<file path="config.mk">
export PLATFORM = sky130hd
export DESIGN_NAME = mem_arbiter
export DESIGN_NICKNAME = d
export VERILOG_FILES = /design/src/rtl/mem_arbiter.sv
export SDC_FILE = /design/constraint.sdc
export NUM_CORES = 1
export LEC_CHECK = 0
export CAP_MARGIN = 20
export CORE_AREA = 2 2 317 319
export CTS_BUF_LIST = sky130_fd_sc_hd__clkbuf_16
export CTS_CLUSTER_DIAMETER = 60
export DETAILED_ROUTE_END_ITERATION = 8
export DIE_AREA = 0 0 319 321
export GPL_ROUTABILITY_DRIVEN = 0
export PLACE_DENSITY = 0.35
export SYNTH_ARGS = -nofsm -noshare
export SYNTH_HDL_FRONTEND = slang
export SYNTH_SLANG_ARGS = --single-unit
export TNS_END_PERCENT = 100
</file>
<file path="constraint.sdc">
create_clock -name clk -period 3.6 [get_ports clk]
set_input_delay 0.54 -clock clk [delete_from_list [all_inputs] [get_ports clk]]
set_output_delay 0.54 -clock clk [all_outputs]
set_load 0.02 [all_outputs]
</file>
<file path="src/rtl/mem_arbiter.sv">
// mem_arbiter: shares the single memory port between the instruction cache
// (line reads) and the data cache (line reads and line writebacks).
// One transaction at a time. Base priority is D write > D read > I read, and
// an instruction fetch that has waited through STARVE_LIMIT data grants is
// forced through ahead of everything.
//
// Optional feature macro: MEM_TIMEOUT_EN
//   defined   : a busy-state watchdog aborts a transaction whose completion
//               has not arrived after TIMEOUT_CYCLES busy cycles. The owner
//               receives its completion pulse (read data 0) and memError
//               pulses for one cycle.
//   undefined : busy states wait indefinitely; memError is tied 0.
//
// Ports
//   clk, rst         clock (rising edge), asynchronous active-low reset
//   iReadReq/Addr    icache line-read request, held until iDataValid
//   iData/iDataValid icache return line and one-cycle completion pulse
//   dReadReq/Addr    dcache line-read request, held until dDataValid
//   dData/dDataValid dcache return line and one-cycle completion pulse
//   dWriteReq/Addr/Data  dcache writeback request, held until dWriteDone
//   dWriteDone       one-cycle writeback completion pulse
//   memReadReq       read strobe, high for the whole read
//   memReadAddr      latched read address
//   memWriteAddr     latched write address
//   memWriteData     latched write line
//   memWriteEn       write enable, high for the whole write
//   memData          memory read data
//   memDataValid     memory read completion
//   memWriteDone     memory write completion
//   memError         one-cycle timeout pulse
//
// Completion pulses and return data are combinational from the memory
// completion inputs so the requester sees them in the same cycle.

module mem_arbiter #(
   parameter int unsigned ARCH_BITS        = 32,
   parameter int unsigned MEMORY_LINE_BITS = 128,
   parameter int unsigned STARVE_LIMIT     = 4,
   parameter int unsigned TIMEOUT_CYCLES   = 64
) (
   input  logic                        clk,
   input  logic                        rst,

   input  logic                        iReadReq,
   input  logic [ARCH_BITS-1:0]        iReadAddr,
   output logic [MEMORY_LINE_BITS-1:0] iData,
   output logic                        iDataValid,

   input  logic                        dReadReq,
   input  logic [ARCH_BITS-1:0]        dReadAddr,
   output logic [MEMORY_LINE_BITS-1:0] dData,
   output logic                        dDataValid,

   input  logic                        dWriteReq,
   input  logic [ARCH_BITS-1:0]        dWriteAddr,
   input  logic [MEMORY_LINE_BITS-1:0] dWriteData,
   output logic                        dWriteDone,

   output logic                        memReadReq,
   output logic [ARCH_BITS-1:0]        memReadAddr,
   output logic [ARCH_BITS-1:0]        memWriteAddr,
   output logic [MEMORY_LINE_BITS-1:0] memWriteData,
   output logic                        memWriteEn,
   input  logic [MEMORY_LINE_BITS-1:0] memData,
   input  logic                        memDataValid,
   input  logic                        memWriteDone,
   output logic                        memError
);

   // STARVE_LIMIT is at most 255, so eight bits always hold the counter.
   localparam int unsigned STARVE_BITS = 8;

   typedef enum logic [1:0] {
      IDLE   = 2'd0,
      IREAD  = 2'd1,
      DREAD  = 2'd2,
      DWRITE = 2'd3
   } arbState_t;

   arbState_t               state;
   arbState_t               nextState;
   logic [STARVE_BITS-1:0]  starveCnt;
   logic                    starved;
   logic                    grant;
   logic                    realDone;
   logic                    timeoutHit;
   logic                    finish;

   // Instruction fetch has waited through enough data grants to be forced.
   assign starved = iReadReq && (starveCnt == STARVE_BITS'(STARVE_LIMIT));

   // Memory completion that belongs to the current owner; anything else is ignored.
   always_comb begin
      realDone = 1'b0;
      case (state)
         IREAD, DREAD: realDone = memDataValid;
         DWRITE:       realDone = memWriteDone;
         default:      realDone = 1'b0;
      endcase
   end

`ifdef MEM_TIMEOUT_EN
   localparam int unsigned BUSY_BITS = $clog2(TIMEOUT_CYCLES + 1);

   logic [BUSY_BITS-1:0] busyCnt;

   // Busy cycle counter: zero in the first busy cycle, counts up while busy.
   always_ff @(posedge clk or negedge rst) begin
      if (!rst) begin
         busyCnt <= '0;
      end else if (state == IDLE) begin
         busyCnt <= '0;
      end else begin
         busyCnt <= busyCnt + BUSY_BITS'(1);
      end
   end

   // Watchdog fires on the last budgeted cycle unless the real completion arrives then.
   assign timeoutHit = (state != IDLE) && !realDone &&
                       (busyCnt == BUSY_BITS'(TIMEOUT_CYCLES - 1));
`else
   logic unusedTimeout;
   assign unusedTimeout = ^TIMEOUT_CYCLES;
   assign timeoutHit    = 1'b0;
`endif

   assign finish = realDone || timeoutHit;

   // State register.
   always_ff @(posedge clk or negedge rst) begin
      if (!rst) begin
         state <= IDLE;
      end else begin
         state <= nextState;
      end
   end

   // Next-state: priority select in IDLE, return to IDLE on completion.
   always_comb begin
      nextState = state;
      case (state)
         IDLE: begin
            if (starved) begin
               nextState = IREAD;
            end else if (dWriteReq) begin
               nextState = DWRITE;
            end else if (dReadReq) begin
               nextState = DREAD;
            end else if (iReadReq) begin
               nextState = IREAD;
            end
         end
         IREAD, DREAD, DWRITE: begin
            if (finish) begin
               nextState = IDLE;
            end
         end
         default: nextState = IDLE;
      endcase
   end

   // Outputs: strobes follow the state, completions follow the memory inputs.
   always_comb begin
      memReadReq = 1'b0;
      memWriteEn = 1'b0;
      iDataValid = 1'b0;
      iData      = '0;
      dDataValid = 1'b0;
      dData      = '0;
      dWriteDone = 1'b0;
      memError   = timeoutHit;
      case (state)
         IREAD: begin
            memReadReq = 1'b1;
            iDataValid = finish;
            if (memDataValid) begin
               iData = memData;
            end
         end
         DREAD: begin
            memReadReq = 1'b1;
            dDataValid = finish;
            if (memDataValid) begin
               dData = memData;
            end
         end
         DWRITE: begin
            memWriteEn = 1'b1;
            dWriteDone = finish;
         end
         default: ;
      endcase
   end

   assign grant = (state == IDLE) && (nextState != IDLE);

   // Grant-time capture of the winner's address/data and starvation bookkeeping.
   always_ff @(posedge clk or negedge rst) begin
      if (!rst) begin
         memReadAddr  <= '0;
         memWriteAddr <= '0;
         memWriteData <= '0;
         starveCnt    <= '0;
      end else if (grant) begin
         case (nextState)
            IREAD: begin
               memReadAddr <= iReadAddr;
               starveCnt   <= '0;
            end
            DREAD: begin
               memReadAddr <= dReadAddr;
               if (iReadReq && (starveCnt != STARVE_BITS'(STARVE_LIMIT))) begin
                  starveCnt <= starveCnt + STARVE_BITS'(1);
               end
            end
            DWRITE: begin
               memWriteAddr <= dWriteAddr;
               memWriteData <= dWriteData;
               if (iReadReq && (starveCnt != STARVE_BITS'(STARVE_LIMIT))) begin
                  starveCnt <= starveCnt + STARVE_BITS'(1);
               end
            end
            default: ;
         endcase
      end
   end

endmodule

</file>
==> results.yml <==
final_layout:
  drive_gt1_share_pct: 14.6
  final_common_cell: "clkdlybuf4s50_1"
  area_delta_synth_final_pct: 109
  fill_cells: 10800
  final_nets: 2035
  final_cell_mix: "clkdlybuf4s50_1 (809), and3_1 (258), dfrtp_1 (202)"
floorplanning:
  fp.dieW_um: 319
  core_um2: 99300
  die_h_um: 321
  dieArea_um2: 102000
  fp-row-count: 116
  start_util_pct: 10.0
  ios: 813
synthesis:
  synthCells: 876
  synth_top_area_cell: "dfrtp_1"
  yosys-top-cells-area: "dfrtp_1 (51%), mux2_2 (18%), and3_1 (16%)"
  synth_nets: 1245
  synthFlopType: "dfrtp_1"
  yosysUniqueCellTypes: 32
  synthArstFlopShare_pct: 100
  ys_seq_area_share_pct: 50.9
  avgSynthCellArea_um2: 11.3
  synth_edf_count: 0
  yosysTopAreaCellShare_pct: 50.9
  ys_ff_latch: 202
  yosys_warnings: 0
  syn-cell-area_um2: 9930
setup_path:
  ff2ff_setup_slack_ns: 0.40
  critPathCaptureType: "output pin"
  rr_worst_depth: 10
  reg2reg_to: "memWriteData[85]"
  worst_setup_path_start_kind: "register"
  crit_required_ns: 3.06
  r2r-start: "state[1]"
  crit_arrival_ns: 2.91
  crit_fanout: 5
  crit_type: "register to output pin"
  setup.worst_path.start: "state[1]"
timing:
  period_share_pct: 95.9
  rsz0062_at_grt: "false"
  max_clock_freq_ghz: 0.290
  hold_viol: 0
  post-route-min-period_ns: 3.45
  setup_viol: 0
  worstMarginPinSlew_ns: 0.691
  holdWs_ns: 0.477
  slew-limit-headroom_pct: 53.9
  clock_skew_ns: 0.0204
  setup-tns-final_ns: 0
  drv_slew: 0
drt:
  wl_met2_um: 34600
  drtPass1Iterations: 4
  wirelength_met1_um: 22600
  highest-signal-layer: "met5"
  dr_wl_met3_um: 7840
  finalWirelength_um: 67400
  viasPerCell: 3.43
  first_iter_violations: 413
  wl_per_cell_um: 22.5
  vias: 10300
  ant_nets: 0
  drc_errors: 0
cts:
  cts_sinks: 202
  worstSkewPairLatency_ns: 0.58
  cts_tree: "built"
  numCtsBuffers: 29
  cts_htree_levels: 1
  clockBufferDepth: 3
  path_clk_slew_ns: 0.05
  cts_root_buffer: "clkbuf_16"
grt:
  grt_usage_pct: 12.5
  antenna_found_initial: 33
  grt_pass1_vias: 11200
  grt_max_degree: 122
  grt_pass1_wl_um: 91000
  grt_overflow: 0
hold_path:
  holdPathStages: 2
  worstHoldStart: "memReadAddr[13]"
  hold-path-endpoint: "memReadAddr[13]"
  hold_path.class: "register to register"
run_status:
  status: "completed"
pwr:
  powerDensity_nw_per_um2: 773
  vdd_ir_drop_max_uv: 425
  power_leakage_nw: 8.88
placed_design:
  dp_hpwl_um: 56300
  port_buffers: 811
run:
  maxCapViolations: 0
[critical path, cell delays in order (launching register included)]
cell,delay [ns]
dfrtp_1,0.45
inv_1,0.14
ha_1,0.35
a21oi_1,0.09
nor3b_1,0.45
buf_4,0.22
clkdlybuf4s50_1,0.62
[logic make-up after synthesis]
kind of cell | count (synthesis) | synth area share (%)
AND/OR/NAND/NOR | 314 | 18.9
AO/OA/AOI/OAI | 63 | 3.77
buffers and inverters | 93 | 3.57
other | 1 | 0.0378
adder cells (fa/ha/maj) | 10 | 1.26
multiplexers | 193 | 21.6
flip-flops | 202 | 50.9
[sequential cells by signal, summed over array words and instances, names as in the netlist]
| name | cells |
|---|---|
| memReadAddr | 32 |
| memWriteAddr | 32 |
| memWriteData | 128 |
| starveCnt | 8 |
| state | 2 |
[what timing repair did]
action,in CTS,in global routing
hold buffers,1,0
hold endpoints to repair,44,0
resized for setup,0,0
setup endpoints to repair,0,8
setup buffers,0,1
[cell usage after synthesis (4+ instances only)]
library cell / n
nand3_1: 4
nand2_1: 36
mux2_2: 160
ha_1: 10
o21ai_0: 47
dfrtp_1: 202
buf_1: 9
and3_1: 258
inv_1: 7
mux2i_1: 32
o31ai_1: 6
nor2_1: 5
clkbuf_1: 75
[worst max path at each step]
stage	endpoint	cells past startpoint
after global routing	iDataValid	6
after CTS	iData[66]	5
after floorplan	memWriteAddr[0]	12
after detailed placement	memWriteData[85]	10
after global placement	memWriteData[118]	10
final	dWriteDone	6
[per-layer routing]
layer,GRT usage [%],up-vias
met2,22.9,550
met3,5.87,93
met4,4.51,16
li1,-,4727
met1,12.3,4915
met5,0,-
[where the power goes]
| part | switching, mW | leakage [nW] | internal [mW] |
|---|---|---|---|
| Sequential | 0.601 | 2.48 | 3.38 |
| Clock | 1.14 | 0.442 | 1.47 |
| Combinational | 4.82 | 5.96 | 4.59 |
[through the flow]
step / power [mW] / std cells / instance area [um2] / worst slack (ns) / utilization [%]
global placement: 13.5 / 2931 / 19800 / 0.257 / 19.9
CTS: 16.3 / 2986 / 20600 / 0.0254 / 20.8
floorplan: 8.54 / 876 / 9930 / 0.612 / -
global route: 17.0 / 2991 / 20700 / 0.00921 / 20.8
detailed placement: 13.5 / 2931 / 19800 / 0.231 / 19.9
finish: 16.0 / 3000 / 20700 / 0.148 / 20.9
[area by class of cell]
type | count | area, um2 | share of cell area [%]
repair buffers | 845 | 8540 | 41.2
flip-flops and latches | 202 | 5050 | 24.4
multi-input cells | 581 | 4560 | 22.0
well taps | 1298 | 1620 | 7.84
clock buffers | 29 | 726 | 3.51
clock inverters | 25 | 145 | 0.701
diodes | 13 | 32.5 | 0.157
inverters | 7 | 26.3 | 0.127
Note: power is estimated with default switching activity, not from simulation.
